**src/rtl/osci_capture_ctrl.sv**
```systemverilog
// Oscilloscope capture controller.
// Streams ADC samples into a capture buffer while armed, detects a level
// crossing on the selected edge, records where the trigger sample landed,
// stores a programmed number of post-trigger samples and raises done_irq.
// Optional pre-trigger fill phase: define OSCI_CAPTURE_PRETRIG_EN.
module osci_capture_ctrl #(
  parameter int DATA_WIDTH = 12,
  parameter int ADDR_WIDTH = 10
) (
  input  logic                  ACLK,
  input  logic                  ARESETN,
  input  logic                  cfg_arm,
  input  logic                  cfg_abort,
  input  logic [DATA_WIDTH-1:0] cfg_trig_level,
  input  logic                  cfg_trig_edge,
  input  logic [ADDR_WIDTH-1:0] cfg_post_count,
  input  logic [ADDR_WIDTH-1:0] cfg_pre_count,
  input  logic                  sample_valid,
  input  logic [DATA_WIDTH-1:0] sample_data,
  output logic                  buf_we,
  output logic [ADDR_WIDTH-1:0] buf_addr,
  output logic [DATA_WIDTH-1:0] buf_data,
  output logic [ADDR_WIDTH-1:0] trig_addr,
  output logic                  busy,
  output logic                  done_irq,
  input  logic                  irq_ack
);

  typedef enum logic [2:0] {
    ST_IDLE,
`ifdef OSCI_CAPTURE_PRETRIG_EN
    ST_PRE,
`endif
    ST_ARMED,
    ST_POST,
    ST_DONE
  } state_t;

  localparam logic [ADDR_WIDTH-1:0] ONE_A = 1;

  state_t                state_reg, state_next;
  logic [DATA_WIDTH-1:0] level_reg, level_next;
  logic                  edge_reg, edge_next;
  logic [ADDR_WIDTH-1:0] post_reg, post_next;
  logic [ADDR_WIDTH-1:0] addr_reg, addr_next;
  logic [ADDR_WIDTH-1:0] cnt_reg, cnt_next;
  logic [DATA_WIDTH-1:0] prev_sample_reg, prev_sample_next;
  logic                  prev_valid_reg, prev_valid_next;
  logic [ADDR_WIDTH-1:0] trig_addr_reg, trig_addr_next;
  logic                  buf_we_reg, buf_we_next;
  logic [ADDR_WIDTH-1:0] buf_addr_reg, buf_addr_next;
  logic [DATA_WIDTH-1:0] buf_data_reg, buf_data_next;
  logic                  done_irq_reg, done_irq_next;
  // one-cycle delay so done_irq rises the cycle after the final write
  logic                  finish_reg, finish_next;

  logic                  busy_w;
  logic                  take;
  logic                  hit;
  logic [ADDR_WIDTH-1:0] cnt_inc;

`ifdef OSCI_CAPTURE_PRETRIG_EN
  logic [ADDR_WIDTH-1:0] pre_reg, pre_next;
  assign busy_w = (state_reg == ST_PRE) || (state_reg == ST_ARMED) || (state_reg == ST_POST);
`else
  // pre-trigger count has no meaning without the PRE phase
  logic unused_pre;
  assign unused_pre = ^cfg_pre_count;
  assign busy_w = (state_reg == ST_ARMED) || (state_reg == ST_POST);
`endif

  assign take    = sample_valid && busy_w;
  assign cnt_inc = cnt_reg + ONE_A;
  // level crossing between the previous armed sample and the current one
  assign hit = edge_reg ? ((prev_sample_reg >= level_reg) && (sample_data <  level_reg))
                        : ((prev_sample_reg <  level_reg) && (sample_data >= level_reg));

  // next-state, write-port and interrupt logic
  always_comb begin
    state_next       = state_reg;
    level_next       = level_reg;
    edge_next        = edge_reg;
    post_next        = post_reg;
`ifdef OSCI_CAPTURE_PRETRIG_EN
    pre_next         = pre_reg;
`endif
    addr_next        = addr_reg;
    cnt_next         = cnt_reg;
    prev_sample_next = prev_sample_reg;
    prev_valid_next  = prev_valid_reg;
    trig_addr_next   = trig_addr_reg;
    buf_we_next      = 1'b0;
    buf_addr_next    = buf_addr_reg;
    buf_data_next    = buf_data_reg;
    finish_next      = 1'b0;
    done_irq_next    = done_irq_reg;

    // a completion landing together with an ack keeps the interrupt set
    if (irq_ack)    done_irq_next = 1'b0;
    if (finish_reg) done_irq_next = 1'b1;

    if (take) begin
      buf_we_next      = 1'b1;
      buf_addr_next    = addr_reg;
      buf_data_next    = sample_data;
      addr_next        = addr_reg + ONE_A;
      prev_sample_next = sample_data;
    end

    case (state_reg)
`ifdef OSCI_CAPTURE_PRETRIG_EN
      ST_PRE: begin
        if (sample_valid) begin
          if (cnt_inc == pre_reg) begin
            state_next      = ST_ARMED;
            cnt_next        = '0;
            prev_valid_next = 1'b0;
          end else begin
            cnt_next = cnt_inc;
          end
        end
      end
`endif
      ST_ARMED: begin
        if (sample_valid) begin
          prev_valid_next = 1'b1;
          if (prev_valid_reg && hit) begin
            trig_addr_next = addr_reg;
            cnt_next       = '0;
            if (post_reg == '0) begin
              state_next  = ST_DONE;
              finish_next = 1'b1;
            end else begin
              state_next = ST_POST;
            end
          end
        end
      end
      ST_POST: begin
        if (sample_valid) begin
          if (cnt_inc == post_reg) begin
            state_next  = ST_DONE;
            finish_next = 1'b1;
          end else begin
            cnt_next = cnt_inc;
          end
        end
      end
      default: ;
    endcase

    if (cfg_abort) begin
      state_next  = ST_IDLE;
      buf_we_next = 1'b0;
      finish_next = 1'b0;
    end else if (cfg_arm && ((state_reg == ST_IDLE) || (state_reg == ST_DONE))) begin
      level_next      = cfg_trig_level;
      edge_next       = cfg_trig_edge;
      post_next       = cfg_post_count;
      addr_next       = '0;
      cnt_next        = '0;
      prev_valid_next = 1'b0;
      done_irq_next   = 1'b0;
      finish_next     = 1'b0;
      state_next      = ST_ARMED;
`ifdef OSCI_CAPTURE_PRETRIG_EN
      pre_next = cfg_pre_count;
      if (cfg_pre_count != '0) state_next = ST_PRE;
`endif
    end
  end

  // state and datapath registers with synchronous active-low reset
  always_ff @(posedge ACLK) begin
    if (!ARESETN) begin
      state_reg       <= ST_IDLE;
      level_reg       <= '0;
      edge_reg        <= 1'b0;
      post_reg        <= '0;
`ifdef OSCI_CAPTURE_PRETRIG_EN
      pre_reg         <= '0;
`endif
      addr_reg        <= '0;
      cnt_reg         <= '0;
      prev_sample_reg <= '0;
      prev_valid_reg  <= 1'b0;
      trig_addr_reg   <= '0;
      buf_we_reg      <= 1'b0;
      buf_addr_reg    <= '0;
      buf_data_reg    <= '0;
      done_irq_reg    <= 1'b0;
      finish_reg      <= 1'b0;
    end else begin
      state_reg       <= state_next;
      level_reg       <= level_next;
      edge_reg        <= edge_next;
      post_reg        <= post_next;
`ifdef OSCI_CAPTURE_PRETRIG_EN
      pre_reg         <= pre_next;
`endif
      addr_reg        <= addr_next;
      cnt_reg         <= cnt_next;
      prev_sample_reg <= prev_sample_next;
      prev_valid_reg  <= prev_valid_next;
      trig_addr_reg   <= trig_addr_next;
      buf_we_reg      <= buf_we_next;
      buf_addr_reg    <= buf_addr_next;
      buf_data_reg    <= buf_data_next;
      done_irq_reg    <= done_irq_next;
      finish_reg      <= finish_next;
    end
  end

  assign buf_we    = buf_we_reg;
  assign buf_addr  = buf_addr_reg;
  assign buf_data  = buf_data_reg;
  assign trig_addr = trig_addr_reg;
  assign busy      = busy_w;
  assign done_irq  = done_irq_reg;

endmodule
```
**config.mk**
```make
export PLATFORM = sky130hd
export DESIGN_NAME = osci_capture_ctrl
export DESIGN_NICKNAME = d
export VERILOG_FILES = /design/src/rtl/osci_capture_ctrl.sv
export SDC_FILE = /design/constraint.sdc
export NUM_CORES = 1
export LEC_CHECK = 0
export BUFFER_PORTS_ARGS = -buffer_cell sky130_fd_sc_hd__buf_4
export CORE_ASPECT_RATIO = 0.75
export CORE_MARGIN = 1.5
export CORE_UTILIZATION = 30
export CTS_CLUSTER_DIAMETER = 50
export DETAILED_ROUTE_END_ITERATION = 8
export PLACE_DENSITY = 0.55
export SLEW_MARGIN = 40
export SYNTH_ARGS = -nofsm -noshare
export SYNTH_HDL_FRONTEND = slang
export SYNTH_SLANG_ARGS = --single-unit
```
**constraint.sdc**
```tcl
create_clock -name ACLK -period 7.3 [get_ports ACLK]
set_input_delay 1.095 -clock ACLK [delete_from_list [all_inputs] [get_ports ACLK]]
set_output_delay 1.095 -clock ACLK [all_outputs]
set_load 0.01 [all_outputs]
```
==> results.toml <==
[layout]
drive_gt1_share_pct = 18.28
area_growth_pct = 23.98
antenna_cells = 0
nNetsFinal = 643
nFillCells = 1405

[global_route]
antenna_found_initial = 0
grt_pass1_wl_mm = 17.16
grt_util_all_layers_pct = 14.91
grt_pass1_vias = 3421
grt_max_degree = 60
grt.overflow.total = 0

[routing]
remaining_drc_errors = 4
totalWireLength_mm = 10.44
top_layer = "met4"
vias = 3619
wl_met2_mm = 4.438
drt-pass1-iter-count = 6
wl_met3_um = 519
routed_via_density = 4.864
wire_per_inst_um = 14.04
wl_met1_mm = 5.313
drt_iter0_drc = 156
antenna_left = 0

[sta]
maxSlewViolCount = 0
fin_crit_sh_pct = 46.07
maxSlewHeadroom_pct = 63.55
max_freq_mhz = 297.3
hold_violations = 0
fin_tns_setup_ps = 0
period_minus_slack_ps = 3363
worst_pin_slew_ps = 546.8
rsz0062_at_grt = "no"
setup_viol = 0
skew_ps = 11.93

[floorplanning]
start_util_pct = 30.72
placementRows = 37
dieArea_um2 = 14760
core_um2 = 13700
die_h_um = 105.6
die_x_um = 139.8
ioPinCount = 86

[placement]
dp.final_hpwl_mm = 7.654
routabilityCongestion = 0.8425
portBuffers = 75

[logic_synthesis]
yosysMostFrequentCell = "nand2_1"
yosysWarningCount = 0
synth_edf_count = 0
yosysTopAreaCellShare_pct = 38.51
yosys-top-cells-area = "dfxtp_1 39%, nand2_1 9.5%, ha_1 8.3%"
syn_area_per_cell_um2 = 8.454
synth_area_um2 = 4210
yosysUniqueCellTypes = 47
synth_top_flop_cell = "dfxtp_1"
synth-seq-cells = 81
async_flop_share_pct = 0
synth_top_cell_by_area = "dfxtp_1"
syn_nets = 577
ys_seq_area_share_pct = 38.51
synth_common_cells = "107 x nand2_1, 81 x dfxtp_1, 45 x a21boi_0"
syn_inst = 498

[power_and_ir_drop]
combPwrFrac_pct = 12.9
vdd_ir_drop_max_uv = 111.2
intPower_mw = 0.7878
swShare_pct = 25.30
pwr-share-seq_pct = 44.2
p_sw_mw = 0.2669
p_leak_nw = 2.144
powerDensity_nw_per_um2 = 202.1
total_power_mw = 1.055
power.share.clock_pct = 42.9

[job]
maxCapViolations = 0

[clock_tree]
clkLatencyLatePin_ps = 350
cts_buffer_depth = 2
cts_buffers = 9
post-cts-setup-buffers = 0
clock-root-buffer = "clkbuf_16"
tritoncts = "done"
cts.sinks = 81
clkTransAtPathRegs_ps = 70
postCtsHoldBufs = 0
cts_max_level = 3
cts.repair.resized = 0

[status]
status = "finished with violations"
violations = "DRC"

[setup_path]
cp-start-kind = "input pin"
crit_type = "input pin to flop"
rr_worst_depth = 9
worst-endpoint-arrival_ps = 3600
worstPathMaxFanout = 8
crit_path_end_kind = "flop"
critPathRequiredTime_ps = 7540

[worst_hold_path]
holdCritPathClass = "flop to flop"
hold_depth = 2
[kinds of logic (layout without fill, tap and decap cells)]
| group | after synthesis | after routing | synth area share [%] |
|---|---|---|---|
| adder cells (fa/ha/maj) | 28 | 28 | 8.321 |
| multiplexers | 13 | 13 | 3.120 |
| AND/OR/NAND/NOR | 215 | 215 | 24.10 |
| buffers and inverters | 46 | 117 | 4.398 |
| flip-flops | 81 | 81 | 38.51 |
| AO/OA/AOI/OAI | 93 | 93 | 16.97 |
| XOR/XNOR | 22 | 22 | 4.577 |
[cell type report]
class / instances / area (um2) / share of cell area (%)
multi-input cells: 371 / 2406 / 46.09
clock buffers: 11 / 242.7 / 4.650
repair buffers: 79 / 593.1 / 11.36
well taps: 175 / 219.0 / 4.195
inverters: 22 / 82.58 / 1.582
flip-flops and latches: 81 / 1622 / 31.06
clock inverters: 5 / 55.05 / 1.055
[per-stage QoR]
stage               hold slack [ps]  instances  instance area (um2)  util (%)  setup WS [ps]
CTS                           442.6        744                 5220     38.09           3955
global placement              429.9        728                 4922     35.92           3581
finish                        439.0        744                 5220     38.09           3937
detailed placement            429.0        728                 4922     35.92           3587
floorplan                     413.0        498                 4210         -           3919
global route                  465.6        744                 5220     38.09           3810
[power by group through the flow]
| stage | combinational (mW) | sequential (mW) | clock (mW) |
|---|---|---|---|
| 2_1_floorplan | 0.0871 | 0.474 | 0 |
| 3_3_place_gp | 0.134 | 0.476 | 0 |
| 3_5_place_dp | 0.136 | 0.476 | 0 |
| 4_1_cts | 0.137 | 0.466 | 0.466 |
| 5_1_grt | 0.154 | 0.468 | 0.488 |
| 6_report | 0.136 | 0.466 | 0.453 |
[worst max-delay path, cell delays in order]
cell and delay, ps:
buf_4 120, ha_1 300, a21o_1 190, a221o_1 320
a221o_1 360, nor4_2 380, o21ai_1 160, and2_1 290
a221o_1 380
[worst paths after layout]
check / start / endpoint / slack [ps]
min reg2reg: finish_reg$_SDFF_PP0_ / done_irq$_SDFF_PN0_ / 440
min: finish_reg$_SDFF_PP0_ / done_irq$_SDFF_PN0_ / 440
max reg2reg: level_reg[5]$_SDFFE_PN0P_ / cnt_reg[1]$_SDFF_PN0_ / 4420
max: sample_data[5] / cnt_reg[1]$_SDFF_PN0_ / 3940
[routing by layer]
metal / vias up / GRT usage [%]
li1: 1855 / -
met3: 10 / 4.589
met1: 1675 / 20.06
met5: - / 0
met4: 0 / 5.489
met2: 79 / 22.46
[cell usage in the layout, fill, tap and decap left out, types with 6 or more instances in the layout]
cell type  Yosys  final
mux2i_1       12     12
a21oi_1       11     11
ha_1          28     28
nor4_1         6      6
nor2_1        32     31
inv_1         22     22
nand4_1        8      8
dfxtp_1       81     81
nor2b_1       12     12
nand3_1       18     18
a21boi_0      45     45
and2_1         6      6
nand2_1      107    107
xor2_1         8      8
buf_4          0     79
xnor2_1       14     14
a211o_1        6      6
clkbuf_16      0      9
Power figures use the tool's default switching activity.
